===== src/rtl/inv_mixcolumn_seq.sv =====
// Iterative AES InvMixColumns engine: COLS_PER_CYCLE columns per clock, valid/ready on
// both sides, result held on out_data until the downstream stage consumes it.
module inv_mixcolumn_seq #(
    parameter int unsigned COLS_PER_CYCLE = 1
) (
    input  logic         clk,
    input  logic         rst,
    input  logic         in_valid,
    output logic         in_ready,
    input  logic [127:0] in_data,
    output logic         out_valid,
    input  logic         out_ready,
    output logic [127:0] out_data,
    output logic         busy
);

    if (COLS_PER_CYCLE != 1 && COLS_PER_CYCLE != 2 && COLS_PER_CYCLE != 4) begin : g_bad_cols
        $error("inv_mixcolumn_seq: COLS_PER_CYCLE must be 1, 2 or 4");
    end

    localparam logic [1:0] STEP = 2'(COLS_PER_CYCLE);
    localparam logic [1:0] LAST = 2'(4 - COLS_PER_CYCLE);

    typedef enum logic [1:0] {
        S_IDLE,
        S_BUSY,
        S_DONE
    } state_t;

    state_t               state_q, state_d;
    logic [1:0]           cnt_q, cnt_d;
    logic [1:0]           col_idx;
    // Element 0 sits in the MSBs, so data_q[c] is column c of the 128-bit state.
    logic [0:3][31:0]     data_q, data_d;

    function automatic logic [7:0] xtime(input logic [7:0] b);
        return {b[6:0], 1'b0} ^ (b[7] ? 8'h1b : 8'h00);
    endfunction

    function automatic logic [31:0] inv_mix_col(input logic [31:0] col);
        logic [7:0] s  [4];
        logic [7:0] x2 [4];
        logic [7:0] x4 [4];
        logic [7:0] x8 [4];
        logic [7:0] m9 [4];
        logic [7:0] mb [4];
        logic [7:0] md [4];
        logic [7:0] me [4];
        for (int unsigned i = 0; i < 4; i++) begin
            s[i]  = col[31 - 8*i -: 8];
            x2[i] = xtime(s[i]);
            x4[i] = xtime(x2[i]);
            x8[i] = xtime(x4[i]);
            m9[i] = x8[i] ^ s[i];
            mb[i] = x8[i] ^ x2[i] ^ s[i];
            md[i] = x8[i] ^ x4[i] ^ s[i];
            me[i] = x8[i] ^ x4[i] ^ x2[i];
        end
        return {me[0] ^ mb[1] ^ md[2] ^ m9[3],
                m9[0] ^ me[1] ^ mb[2] ^ md[3],
                md[0] ^ m9[1] ^ me[2] ^ mb[3],
                mb[0] ^ md[1] ^ m9[2] ^ me[3]};
    endfunction

    always_ff @(posedge clk) begin
        if (rst) begin
            state_q <= S_IDLE;
            cnt_q   <= '0;
            data_q  <= '0;
        end else begin
            state_q <= state_d;
            cnt_q   <= cnt_d;
            data_q  <= data_d;
        end
    end

    always_comb begin
        state_d   = state_q;
        cnt_d     = cnt_q;
        data_d    = data_q;
        col_idx   = cnt_q;
        in_ready  = 1'b0;
        out_valid = 1'b0;
        busy      = 1'b0;
        unique case (state_q)
            S_IDLE: begin
                in_ready = 1'b1;
                if (in_valid) begin
                    data_d  = in_data;
                    cnt_d   = '0;
                    state_d = S_BUSY;
                end
            end
            S_BUSY: begin
                busy = 1'b1;
                for (int unsigned k = 0; k < COLS_PER_CYCLE; k++) begin
                    col_idx         = cnt_q + 2'(k);
                    data_d[col_idx] = inv_mix_col(data_q[col_idx]);
                end
                // STEP wraps to 0 for four columns per cycle, leaving the counter at 0.
                cnt_d = cnt_q + STEP;
                if (cnt_q == LAST) begin
                    state_d = S_DONE;
                end
            end
            S_DONE: begin
                busy      = 1'b1;
                out_valid = 1'b1;
                if (out_ready) begin
                    state_d = S_IDLE;
                end
            end
            default: begin
                state_d = S_IDLE;
            end
        endcase
    end

    assign out_data = data_q;

endmodule

===== config.mk =====
export PLATFORM = sky130hd
export DESIGN_NAME = inv_mixcolumn_seq
export DESIGN_NICKNAME = d
export VERILOG_FILES = /design/src/rtl/inv_mixcolumn_seq.sv
export SDC_FILE = /design/constraint.sdc
export NUM_CORES = 1
export LEC_CHECK = 0
export ABC_AREA = 1
export CAP_MARGIN = 20
export CORE_ASPECT_RATIO = 2
export CORE_MARGIN = 2
export CORE_UTILIZATION = 45
export CTS_CLUSTER_SIZE = 24
export DETAILED_ROUTE_END_ITERATION = 8
export PLACE_DENSITY = 0.82
export SYNTH_ARGS = -nofsm -noshare
export SYNTH_HDL_FRONTEND = slang
export SYNTH_SLANG_ARGS = --single-unit
export TNS_END_PERCENT = 10

===== constraint.sdc =====
create_clock -name clk -period 3 [get_ports clk]
set_clock_uncertainty 0.1 [all_clocks]
set_input_delay 0.6 -clock clk [delete_from_list [all_inputs] [get_ports clk]]
set_output_delay 0.6 -clock clk [all_outputs]
set_load 0.01 [all_outputs]

==> results.txt, run 1 <==
----------------------------------------------------
[Status]
  Outcome ... finished, final reports clean

[Synth]
  Share of flip-flops with an asynchronous set or reset after synthesis ... 0%
  Sequential-to-total area share from yosys stat ... 23.9%
  Count of warnings emitted by yosys ... 0
  Simple-Gate Fraction of Synth Area ... 40.0%
  Syn Nets ... between 1500 and 2000
  Flop and latch count out of synthesis ... 132
  Synthesized area divided by synthesized cell count ... 5.97 sq um
  Xor and xnor fraction of the mapped netlist area ... a little under a tenth
  Synth Instances ... 1850
  Area fraction in compound gates after synthesis ... between 10% and 20%
  Mux share of post-synthesis cell area ... 0%
  Largest family of logic cells by synthesized area ... simple AND/OR/NAND/NOR gates
  Post-synthesis instance area ... around 11000 sq um
  Number of synthesized flops with an enable pin ... 0
  Commonest register cell after synthesis ... sky130_fd_sc_hd__dfxtp_1
  Count of distinct cell types in the synthesized netlist ... 35
  Synth Area in Adders ... 0.793%

[Worst setup path]
  Req. time, crit path ... 3280 ps
  Reg2reg path depth ... 15
  Launching element type of the critical path ... flop
  Maximum fanout encountered on the critical timing path ... 20
  Worst-path cell with the longest stage delay ... sky130_fd_sc_hd__dfxtp_4
  Critical path start-end classification ... flop to flop
  Cell seen most often among critical-path stages ... sky130_fd_sc_hd__nand2_1
  Arrival @ worst endpoint ... around 3200 ps
  CP cell instances ... buf_4 > inv_6 > nand2_1 > nand3_1 > nand2_1 > nand2_1 > nand2_2 > nand2_1 > nand2_2 > nand2_1 > nand2_2 > xnor2_1 > or2_1 > nand3_1 > a21oi_1
  Delay of the slowest cell on the worst path ... 390 ps
  Crit end category ... flop
  Register-to-register setup slack ... between 50 and 60 ps
  Worst flop-to-flop path endpoint ... out_data[73]
  Startpoint of the worst register-to-register path ... cnt_q[0]

[Cells and area]
  Commonest non-fill, non-tap cell in the layout ... sky130_fd_sc_hd__nand2_1
  Top library cells by usage in the layout, fill and taps aside ... 662 x sky130_fd_sc_hd__nand2_1, 262 x sky130_fd_sc_hd__a21oi_1, 262 x sky130_fd_sc_hd__clkdlybuf4s50_1
  Share of layout cells above drive strength 1 ... 11.3%
  Total number of nets in the final design ... 2270
  Cell area after layout ... 15100 sq um
  Synthesis-to-layout area growth ... 36.6%

[Clocking]
  Clk_lat worst skew ... around 450 ps
  Post-CTS clock slew at the launch and capture registers of the worst setup and hold paths ... 70 ps
  Clk sinks ... 132
  Bufs on Longest Clock Path ... 2
  CTS root buf ... sky130_fd_sc_hd__clkbuf_16
  Count of hold buffers inserted by post-cts repair ... 0
  CTS HTree Levels ... 4
  Inserted Clock Buffers ... 17
  CTS tree ... done

[Place]
  DP Worst Slack ... -8.78 ps
  Placed cell area ... 14400 sq um
  Estimated wirelength of the detail-placed design ... around 44000 um
  IO Port Bufs ... 262
  Placer congestion estimate ... 1.14

[STA]
  Final setup violation count ... 0
  Final Hold Vio Count ... 0
  Min setup slack post-route ... 51.5 ps
  Period minus WS final ... about 3000 ps
  Fmax ... 339 MHz
  Tcrit/Tclk final ... 98.3%
  Transition time of the tightest slew-check pin ... 774 ps
  Worst max-slew margin expressed relative to the limit ... approximately half
  Pins over their slew limit ... 0

[Hold path]
  End point of the most critical hold path ... state_q[0]
  Hold path cells ... 2
  Path category of the worst min-delay check ... flop to flop
  Hold path startpoint ... state_q[0]

[Global route]
  Total global routing overflow ... 0
  Largest net degree at the start of global routing ... 131
  Initial antenna violation count ... 2
  Wire length of the first global-routing pass ... 83800 um
  Global-route usage over all layers ... 44.1%
  Via count of the first global-routing pass ... 13800

[Floorplan]
  Number of ports placed on the die boundary ... around 260
  Initial core utilization ... about 45%
  Std-Cell Core Area ... 24300 sq um
  Die height ... 226 um
  Die X-Extent ... 115 um
  Std-Cell Rows ... 81
  Die Outline Area ... 25900 sq um

[Route]
  Number of nets with antenna violations after detailed routing ... 0
  Routed WL ... 58500 um
  Drt first pass iters ... 8
  1st-iter DRT viols ... ~1800
  Via density per instance ... 6.06
  Number of vias after detailed routing ... about 15000
  Final routed DRC violation total ... 0
  Avg WL per Cell ... 24.0 um

[Job]
  Max-cap violations ... 0

----------------------------------------------------
cells in the mapped netlist (2+ instances only):
library cell | instances | area, sq um
sky130_fd_sc_hd__nand2_1 | 674 | 2530
sky130_fd_sc_hd__a21oi_1 | 263 | 1320
sky130_fd_sc_hd__nand3_1 | 246 | 1230
sky130_fd_sc_hd__o21ai_0 | 135 | 676
sky130_fd_sc_hd__dfxtp_1 | 132 | 2640
sky130_fd_sc_hd__inv_1 | 82 | 308
sky130_fd_sc_hd__xor2_1 | 56 | 490
sky130_fd_sc_hd__clkbuf_1 | 53 | 199
sky130_fd_sc_hd__nand2_2 | 51 | 319
sky130_fd_sc_hd__xnor2_1 | 35 | 307
sky130_fd_sc_hd__buf_6 | 13 | 146
sky130_fd_sc_hd__buf_1 | 12 | 45.0
sky130_fd_sc_hd__inv_2 | 11 | 41.3
sky130_fd_sc_hd__nand2_4 | 9 | 101
sky130_fd_sc_hd__nand4_1 | 9 | 56.3
sky130_fd_sc_hd__buf_2 | 7 | 35.0
sky130_fd_sc_hd__buf_4 | 7 | 52.6
sky130_fd_sc_hd__ha_1 | 7 | 87.6
sky130_fd_sc_hd__nand3b_1 | 6 | 45.0
sky130_fd_sc_hd__or2_1 | 6 | 37.5
sky130_fd_sc_hd__or2_2 | 5 | 31.3
sky130_fd_sc_hd__nand3_2 | 4 | 40.0
sky130_fd_sc_hd__nor2_1 | 4 | 15.0
sky130_fd_sc_hd__o21ai_1 | 4 | 20.0
sky130_fd_sc_hd__xnor2_2 | 4 | 65.1
sky130_fd_sc_hd__xor2_2 | 4 | 65.1
sky130_fd_sc_hd__inv_4 | 2 | 12.5
sky130_fd_sc_hd__xnor2_4 | 2 | 55.1
how the worst max path moves through the flow:
| stage | start | end | slack, ps | depth (start not counted) |
|---|---|---|---|---|
| 6_report | cnt_q[0] | out_data[73] | 50 | 15 |
| 5_1_grt | cnt_q[0] | out_data[29] | -20 | 18 |
| 4_1_cts | cnt_q[0] | out_data[20] | 6 | 20 |
| 3_5_place_dp | cnt_q[0] | out_data[64] | -9 | 15 |
| 3_3_place_gp | cnt_q[0] | out_data[64] | 20 | 15 |
| 2_1_floorplan | state_q[1] | out_data[0] | 770 | 11 |
state kept, by name, indices dropped and copies added (netlist names):
name      count
cnt_q         2
out_data    128
state_q       2
what timing repair did:
action                                  4_1_cts  5_1_grt
gates cloned                                  0        2
pin swaps                                     0        2
buffers inserted                              0        2
endpoints found under the hold margin         0        0
gates resized for setup                       4       21
endpoints found under the setup margin        7       92
through the flow:
stage / util (%) / std cells / hold slack (ps) / setup TNS [ps]
after floorplan: - / 1850 / 374 / 0
after global placement: 59.1 / 2398 / 395 / 0
after detailed placement: 59.1 / 2398 / 415 / -26.4
after CTS: 61.5 / 2430 / 425 / 0
after global routing: 62.0 / 2436 / 442 / -18.6
final: 62.0 / 2436 / 428 / 0
cell families after synthesis:
kind of cell	count (synthesis)
flip-flops	132
AND/OR/NAND/NOR	1015
AO/OA/AOI/OAI	405
XOR/XNOR	102
buffers and inverters	189
adder cells (fa/ha/maj)	7
worst max-delay path, delay by kind of cell, from the launching register on:
kind                   cells  cell delay, ps
AO/OA/AOI/OAI              1             160
AND/OR/NAND/NOR           11            1480
flip-flops                 1             390
buffers and inverters      2             340
XOR/XNOR                   1             380
layer usage:
metal / track usage [%] / part of all wire, %
met3: 10.0 / 10
met5: 0 / 0
met4: 33.9 / 9.7
met1: 46.8 / 32
met2: 74.3 / 48
final cells by class:
| class | instances | area, sq um |
|---|---|---|
| diodes | 2 | 5.00 |
| clock buffers | 18 | 439 |
| repair buffers | 353 | 3470 |
| well taps | 290 | 363 |
| fillers | 2286 | 9240 |
| repair inverters | 1 | 8.76 |
| clock inverters | 14 | 136 |
| inverters | 97 | 383 |
| multi-input cells | 1529 | 7640 |
| flip-flops and latches | 132 | 2650 |
Power of run 1 is left out: the tool's default activity adds up to more than one toggle a clock period on the data nets, which glitch-free logic cannot reach.
==> inputs of run 2 (changes only) <==
--- a/config.mk
+++ b/config.mk
@@ -12,7 +12,7 @@
 export CORE_UTILIZATION = 45
 export CTS_CLUSTER_SIZE = 24
 export DETAILED_ROUTE_END_ITERATION = 8
-export PLACE_DENSITY = 0.82
+export PLACE_DENSITY = 0.73
 export SYNTH_ARGS = -nofsm -noshare
 export SYNTH_HDL_FRONTEND = slang
 export SYNTH_SLANG_ARGS = --single-unit
==> run 2 against run 1 <==
Effect of this change:
- the run now ends with DRC left
- register-to-register slack improved by 60 ps
- non-clock buffer count fell by 23
- first-iteration DRC count fell by 27%
- maximum frequency rose by 2.1%
- final area fell by 1.3%
- largest cell class unchanged
- highest routed layer unchanged
==> results.txt, run 2 (same netlist as run 1, synthesis figures left out) <==
----------------------------------------------------
[Clocking]
  CTS root buf ... sky130_fd_sc_hd__clkbuf_16 (unchanged)
  CTS tree ... done (unchanged)
  Clk_lat worst skew ... 460 ps (was 450 ps)
  Clk sinks ... 132 (unchanged)
  Post-CTS clock slew at the launch and capture registers of the worst setup and hold paths ... 60 ps (was 70 ps)
  Bufs on Longest Clock Path ... 2 (unchanged)
  CTS HTree Levels ... 4 (unchanged)
  Inserted Clock Buffers ... 17 (unchanged)
  Count of hold buffers inserted by post-cts repair ... 0 (unchanged)

[Worst setup path]
  Worst flop-to-flop path endpoint ... out_data[35] (was out_data[73])
  Reg2reg path depth ... 13 (was 15)
  Critical path buffer and inverter count ... 1 (was 2)
  Startpoint of the worst register-to-register path ... cnt_q[0] (unchanged)
  Maximum fanout encountered on the critical timing path ... 38 (was 20)
  Cell seen most often among critical-path stages ... sky130_fd_sc_hd__nand2_1 (unchanged)
  Launching element type of the critical path ... flop (unchanged)
  Arrival @ worst endpoint ... 3140 ps (was 3220 ps)
  Register-to-register setup slack ... 110 ps (was 50 ps)
  Delay of the slowest cell on the worst path ... 460 ps (was 390 ps)
  Worst-path cell with the longest stage delay ... sky130_fd_sc_hd__dfxtp_4 (unchanged)
  Critical path start-end classification ... flop to flop (unchanged)
  Req. time, crit path ... 3250 ps (was 3280 ps)
  Largest delay contributor family on the critical path ... simple AND/OR/NAND/NOR gates (unchanged)
  Crit end category ... flop (unchanged)
  CP cell instances ... buf_12 > nand2_1 > nand3_1 > nand2_2 > xnor2_1 > nand2_1 > nand2_1 > nand2_1 > nand2_1 > xor2_1 > nand2_1 > nand3_1 > a21oi_1 (was buf_4 > inv_6 > nand2_1 > nand3_1 > nand2_1 > nand2_1 > nand2_2 > nand2_1 > nand2_2 > nand2_1 > nand2_2 > xnor2_1 > or2_1 > nand3_1 > a21oi_1)

[STA]
  Tcrit/Tclk final ... 96.3% (was 98.3%)
  Worst Hold Margin ... 424 ps (was 428 ps)
  Worst max-slew margin expressed relative to the limit ... 38.6% (was 48.4%)
  Transition time of the tightest slew-check pin ... 921 ps (was 774 ps)
  Period minus WS final ... 2890 ps (was 2950 ps)
  Final setup violation count ... 0 (unchanged)
  Pins over their slew limit ... 0 (unchanged)
  Fmax ... 346 MHz (was 339 MHz)
  Final Hold Vio Count ... 0 (unchanged)

[Hold path]
  End point of the most critical hold path ... state_q[1] (was state_q[0])
  Hold path cells ... 2 (unchanged)
  Path category of the worst min-delay check ... flop to flop (unchanged)
  Hold path startpoint ... state_q[1] (was state_q[0])

[Floorplan]
  Die X-Extent ... 115 um (unchanged)
  Die Outline Area ... 25900 sq um (unchanged)
  Initial core utilization ... 45.4% (unchanged)
  Std-Cell Rows ... 81 (unchanged)
  Die height ... 226 um (unchanged)
  Number of ports placed on the die boundary ... 263 (unchanged)
  Std-Cell Core Area ... 24300 sq um (unchanged)

[Job]
  Max-cap violations ... 0 (unchanged)

[Status]
  Violated checks ... DRC
  Outcome ... complete, but fails checks (was finished, final reports clean)

[Route]
  Number of nets with antenna violations after detailed routing ... 0 (unchanged)
  1st-iter DRT viols ... 1339 (was 1838)
  Routed WL ... 55200 um (was 58500 um)
  Drt first pass iters ... 9 (was 8)
  Number of vias after detailed routing ... 14300 (was 14800)
  Final routed DRC violation total ... 1 (was 0)
  Avg WL per Cell ... 22.9 um (was 24.0 um)
  Via density per instance ... 5.94 (was 6.06)

[Cells and area]
  Total number of nets in the final design ... 2247 (was 2270)
  Sequential cell area in the final layout ... 2650 sq um (unchanged)
  Share of the core filled with cells ... 61.2% (was 62.0%)
  Cell area after layout ... 14900 sq um (was 15100 sq um)
  Commonest non-fill, non-tap cell in the layout ... sky130_fd_sc_hd__nand2_1 (unchanged)
  Area used by multi-input combinational logic ... 7630 sq um (was 7640 sq um)
  Max FFs per register ... 128 (unchanged)
  Number of fill cells in the layout ... 2341 (was 2286)
  Layout Cells excl Fill ... 2412 (was 2436)
  Top library cells by usage in the layout, fill and taps aside ... 664 x sky130_fd_sc_hd__nand2_1, 263 x sky130_fd_sc_hd__a21oi_1, 262 x sky130_fd_sc_hd__clkdlybuf4s50_1 (was 662 x sky130_fd_sc_hd__nand2_1, 262 x sky130_fd_sc_hd__a21oi_1, 262 x sky130_fd_sc_hd__clkdlybuf4s50_1)
  Share of layout cells above drive strength 1 ... 10.2% (was 11.3%)
  Synthesis-to-layout area growth ... 34.9% (was 36.6%)

[Place]
  Placed cell area ... 14200 sq um (was 14400 sq um)
  Number of cells after detailed placement ... 2376 (was 2398)
  Placer congestion estimate ... 1.03 (was 1.14)
  IO Port Bufs ... 262 (unchanged)
  Estimated wirelength of the detail-placed design ... 42600 um (was 44300 um)

[Global route]
  Global-route usage over all layers ... 41.7% (was 44.1%)
  Wire length of the first global-routing pass ... 80200 um (was 83800 um)
  Via count of the first global-routing pass ... 13700 (was 13800)
  Largest net degree at the start of global routing ... 79 (was 131)
  Initial antenna violation count ... 1 (was 2)
  Total global routing overflow ... 0 (unchanged)

----------------------------------------------------
run 2: area by class of cell:
type	count	share of cell area [%]
clock buffers	18	2.95
repair buffers	330	21.6
flip-flops and latches	132	17.8
repair inverters	1	0.0588
diodes	1	0.0168
inverters	97	2.58
well taps	290	2.44
multi-input cells	1529	51.2
clock inverters	14	1.34
run 2: worst max path at each step:
stage                     startpoint             to  slack, ps  depth (start not counted)
after CTS                   cnt_q[0]   out_data[42]         60                         16
after detailed placement    cnt_q[0]  out_data[100]         90                         16
after global routing        cnt_q[0]   out_data[99]         -2                         13
after floorplan           state_q[1]    out_data[0]        770                         11
final                       cnt_q[0]   out_data[35]        110                         13
after global placement      cnt_q[0]  out_data[100]        130                         16
run 2: worst reg2reg max path: cells and delay by family, from the launching register on:
family | cells | cell delay (ps)
buf+inv | 1 | 240
simple gates | 9 | 1360
compound gates | 1 | 80
xor+xnor | 2 | 560
flops | 1 | 460
run 2: repair_timing:
action / 4_1_cts / 5_1_grt
setup endpoints to repair: 0 / 75
endpoints found under the hold margin: 0 / 0
setup buffers: 0 / 2
resized for setup: 0 / 20
run 2: routing by layer:
layer	part of all wire [%]	up-vias	wire length [um]	global-route usage (%)
li1	-	6628	-	-
met1	34	6610	18600	43.9
met2	50	822	27600	72.2
met3	7.9	257	4380	8.58
met4	8.3	0	4610	30.3
met5	0	-	0	0
run 2: per-stage QoR:
stage / setup WS (ps) / setup TNS, ps
6_report: 112 / 0
5_1_grt: -1.88 / -5.30
4_1_cts: 55.6 / 0
3_5_place_dp: 89.3 / 0
3_3_place_gp: 126 / 0
2_1_floorplan: 765 / 0
Power of run 2 is left out for the same reason.
==> inputs of run 3 (changes only) <==
--- a/config.mk
+++ b/config.mk
@@ -9,10 +9,11 @@
 export CAP_MARGIN = 20
 export CORE_ASPECT_RATIO = 2
 export CORE_MARGIN = 2
-export CORE_UTILIZATION = 45
+export CORE_UTILIZATION = 52
 export CTS_CLUSTER_SIZE = 24
 export DETAILED_ROUTE_END_ITERATION = 8
-export PLACE_DENSITY = 0.73
+export HOLD_SLACK_MARGIN = 0.02
+export PLACE_DENSITY = 0.83
 export SYNTH_ARGS = -nofsm -noshare
 export SYNTH_HDL_FRONTEND = slang
 export SYNTH_SLANG_ARGS = --single-unit
==> run 3 against run 2 <==
Effect of this change:
- routed wire length decreased by 4.4%
- utilization is 9.1 points higher
- sequential share of layout area increased by 0.21 points
- global-route usage up 3.9 points
- final area is 1.2% lower
- first-iteration DRC count rose by 34%
- the flow now finishes without violations
- critical path depth unchanged
- highest routed layer unchanged
- clock-buffer cell count grew 3
- final cell count fell by 1.4%
- register-to-register slack got worse by 30 ps
- worst hold slack improved by 7.3 ps
==> results.txt, run 3 (same netlist as run 1, synthesis figures left out) <==
----------------------------------------------------
[Status]
  Outcome ... finished, final reports clean (was complete, but fails checks)

[Cells and area]
  Share of layout cells above drive strength 1 ... 9.48% (was 10.2%)
  Area used by multi-input combinational logic ... 7610 sq um (was 7630 sq um)
  Cell area after layout ... 14700 sq um (was 14900 sq um)
  Commonest non-fill, non-tap cell in the layout ... sky130_fd_sc_hd__nand2_1 (unchanged)
  # diodes ... 0 (was 1)
  Max FFs per register ... 128 (unchanged)
  Synthesis-to-layout area growth ... 33.3% (was 34.9%)
  Number of fill cells in the layout ... 1808 (was 2341)
  Total number of nets in the final design ... 2238 (was 2247)
  Sequential cell area in the final layout ... 2650 sq um (unchanged)
  Top library cells by usage in the layout, fill and taps aside ... 670 x sky130_fd_sc_hd__nand2_1, 262 x sky130_fd_sc_hd__clkdlybuf4s50_1, 261 x sky130_fd_sc_hd__a21oi_1 (was 664 x sky130_fd_sc_hd__nand2_1, 263 x sky130_fd_sc_hd__a21oi_1, 262 x sky130_fd_sc_hd__clkdlybuf4s50_1)

[Global route]
  Largest net degree at the start of global routing ... 123 (was 79)
  Initial antenna violation count ... 0 (was 1)
  Global-route usage over all layers ... 45.6% (was 41.7%)
  Via count of the first global-routing pass ... 14200 (was 13700)
  Total global routing overflow ... 0 (unchanged)
  Wire length of the first global-routing pass ... 77900 um (was 80200 um)

[Worst setup path]
  Launching element type of the critical path ... flop (unchanged)
  Delay of the slowest cell on the worst path ... 470 ps (was 460 ps)
  Cell seen most often among critical-path stages ... sky130_fd_sc_hd__nand2_1 (unchanged)
  Worst-path cell with the longest stage delay ... sky130_fd_sc_hd__dfxtp_4 (unchanged)
  Req. time, crit path ... 3270 ps (was 3250 ps)
  Critical path buffer and inverter count ... 2 (was 1)
  Arrival @ worst endpoint ... 3190 ps (was 3140 ps)
  Crit end category ... flop (unchanged)
  Largest delay contributor family on the critical path ... XOR/XNOR gates (was simple AND/OR/NAND/NOR gates)
  Reg2reg path depth ... 13 (unchanged)
  CP cell instances ... buf_12 > nand2_1 > nand2_1 > nand2_1 > nand2_2 > nand2_1 > nand2_2 > xor2_1 > xor2_1 > xor2_2 > buf_4 > nand2_1 > a21oi_1 (was buf_12 > nand2_1 > nand3_1 > nand2_2 > xnor2_1 > nand2_1 > nand2_1 > nand2_1 > nand2_1 > xor2_1 > nand2_1 > nand3_1 > a21oi_1)
  Critical path start-end classification ... flop to flop (unchanged)
  Maximum fanout encountered on the critical timing path ... 18 (was 38)
  Number of cells on the critical path ... 13 (unchanged)

[Clocking]
  Clk sinks ... 132 (unchanged)
  Number of post-CTS setup repair buffers ... 0 (unchanged)
  CTS tree ... done (unchanged)
  CTS root buf ... sky130_fd_sc_hd__clkbuf_16 (unchanged)
  Post-CTS clock slew at the launch and capture registers of the worst setup and hold paths ... 60 ps (about the same)
  Inserted Clock Buffers ... 17 (unchanged)
  Clk_lat worst skew ... 450 ps (was 460 ps)
  CTS HTree Levels ... 4 (unchanged)
  Bufs on Longest Clock Path ... 2 (unchanged)

[Floorplan]
  Std-Cell Core Area ... 20900 sq um (was 24300 sq um)
  Die Outline Area ... 22500 sq um (was 25900 sq um)
  Initial core utilization ... 52.8% (was 45.4%)
  Die X-Extent ... 107 um (was 115 um)
  Number of ports placed on the die boundary ... 263 (unchanged)
  Std-Cell Rows ... 75 (was 81)
  Die height ... 210 um (was 226 um)

[STA]
  Transition time of the tightest slew-check pin ... 561 ps (was 921 ps)
  Tcrit/Tclk final ... 97.3% (was 96.3%)
  Final setup violation count ... 0 (unchanged)
  Fmax ... 342 MHz (was 346 MHz)
  Setup total negative slack ... 0 ps (unchanged)
  Period minus WS final ... 2920 ps (was 2890 ps)
  Final Hold Vio Count ... 0 (unchanged)
  Worst max-slew margin expressed relative to the limit ... 62.6% (was 38.6%)
  Pins over their slew limit ... 0 (unchanged)

[Job]
  Max-cap violations ... 0 (unchanged)

[Hold path]
  Path category of the worst min-delay check ... flop to flop (unchanged)
  Hold path cells ... 2 (unchanged)

[Place]
  IO Port Bufs ... 262 (unchanged)
  Estimated wirelength of the detail-placed design ... 38800 um (was 42600 um)
  Placer congestion estimate ... 1.04 (was 1.03)
  Placed cell area ... 14000 sq um (was 14200 sq um)

[Route]
  Number of nets with antenna violations after detailed routing ... 0 (unchanged)
  Avg WL per Cell ... 22.2 um (was 22.9 um)
  Number of vias after detailed routing ... 14700 (was 14300)
  Drt first pass iters ... 7 (was 9)
  Via density per instance ... 6.16 (was 5.94)
  Routed WL ... 52700 um (was 55200 um)
  1st-iter DRT viols ... 1794 (was 1339)
  Final routed DRC violation total ... 0 (was 1)

----------------------------------------------------
## run 3: cell type report
type | count | share of cell area [%]
Multi-Input combinational cell | 1529 | 51.7
Timing Repair Buffer | 322 | 21.5
Sequential cell | 132 | 18.0
Clock buffer | 21 | 3.13
Inverter | 97 | 2.63
Tap cell | 269 | 2.29
Clock inverter | 9 | 0.722
## run 3: routing by layer
metal	up-vias	track usage [%]	routed length (um)
li1	6590	-	-
met1	6670	50.2	17400
met2	1078	75.7	25300
met3	323	10.2	5630
met4	0	33.4	4430
met5	-	0	0
## run 3: final timing paths
kind | start | slack [ps] | end
setup / recovery | cnt_q[0] | 80 | out_data[64]
hold / removal | state_q[0] | 430 | state_q[0]
hold reg to reg | state_q[0] | 430 | state_q[0]
setup reg to reg | cnt_q[0] | 80 | out_data[64]
## run 3: worst register-to-register path, stage by stage (launching register included)
cell and delay (ps):
sky130_fd_sc_hd__dfxtp_4 470, sky130_fd_sc_hd__buf_12 200, sky130_fd_sc_hd__nand2_1 100, sky130_fd_sc_hd__nand2_1 70, sky130_fd_sc_hd__nand2_1 60, sky130_fd_sc_hd__nand2_2 230, sky130_fd_sc_hd__nand2_1 160, sky130_fd_sc_hd__nand2_2 130
sky130_fd_sc_hd__xor2_1 210, sky130_fd_sc_hd__xor2_1 370, sky130_fd_sc_hd__xor2_2 320, sky130_fd_sc_hd__buf_4 210, sky130_fd_sc_hd__nand2_1 60, sky130_fd_sc_hd__a21oi_1 160
## run 3: through the flow
step	hold slack (ps)	util, %	worst slack (ps)	instances
final	432	70.3	80.0	2379
after global routing	454	70.3	-9.52	2379
after CTS	426	69.8	53.9	2377
after detailed placement	422	67.1	8.18	2347
after global placement	394	67.1	64.8	2347
after floorplan	374	-	765	1850
## run 3: what timing repair did
| item | 4_1_cts | 5_1_grt |
|---|---|---|
| hold buffers | 0 | 0 |
| hold endpoints to repair | 0 | 0 |
| cloned | 0 | 2 |
| setup endpoints to repair | 2 | 68 |
| resized for setup | 2 | 12 |
Power of run 3 is left out for the same reason.
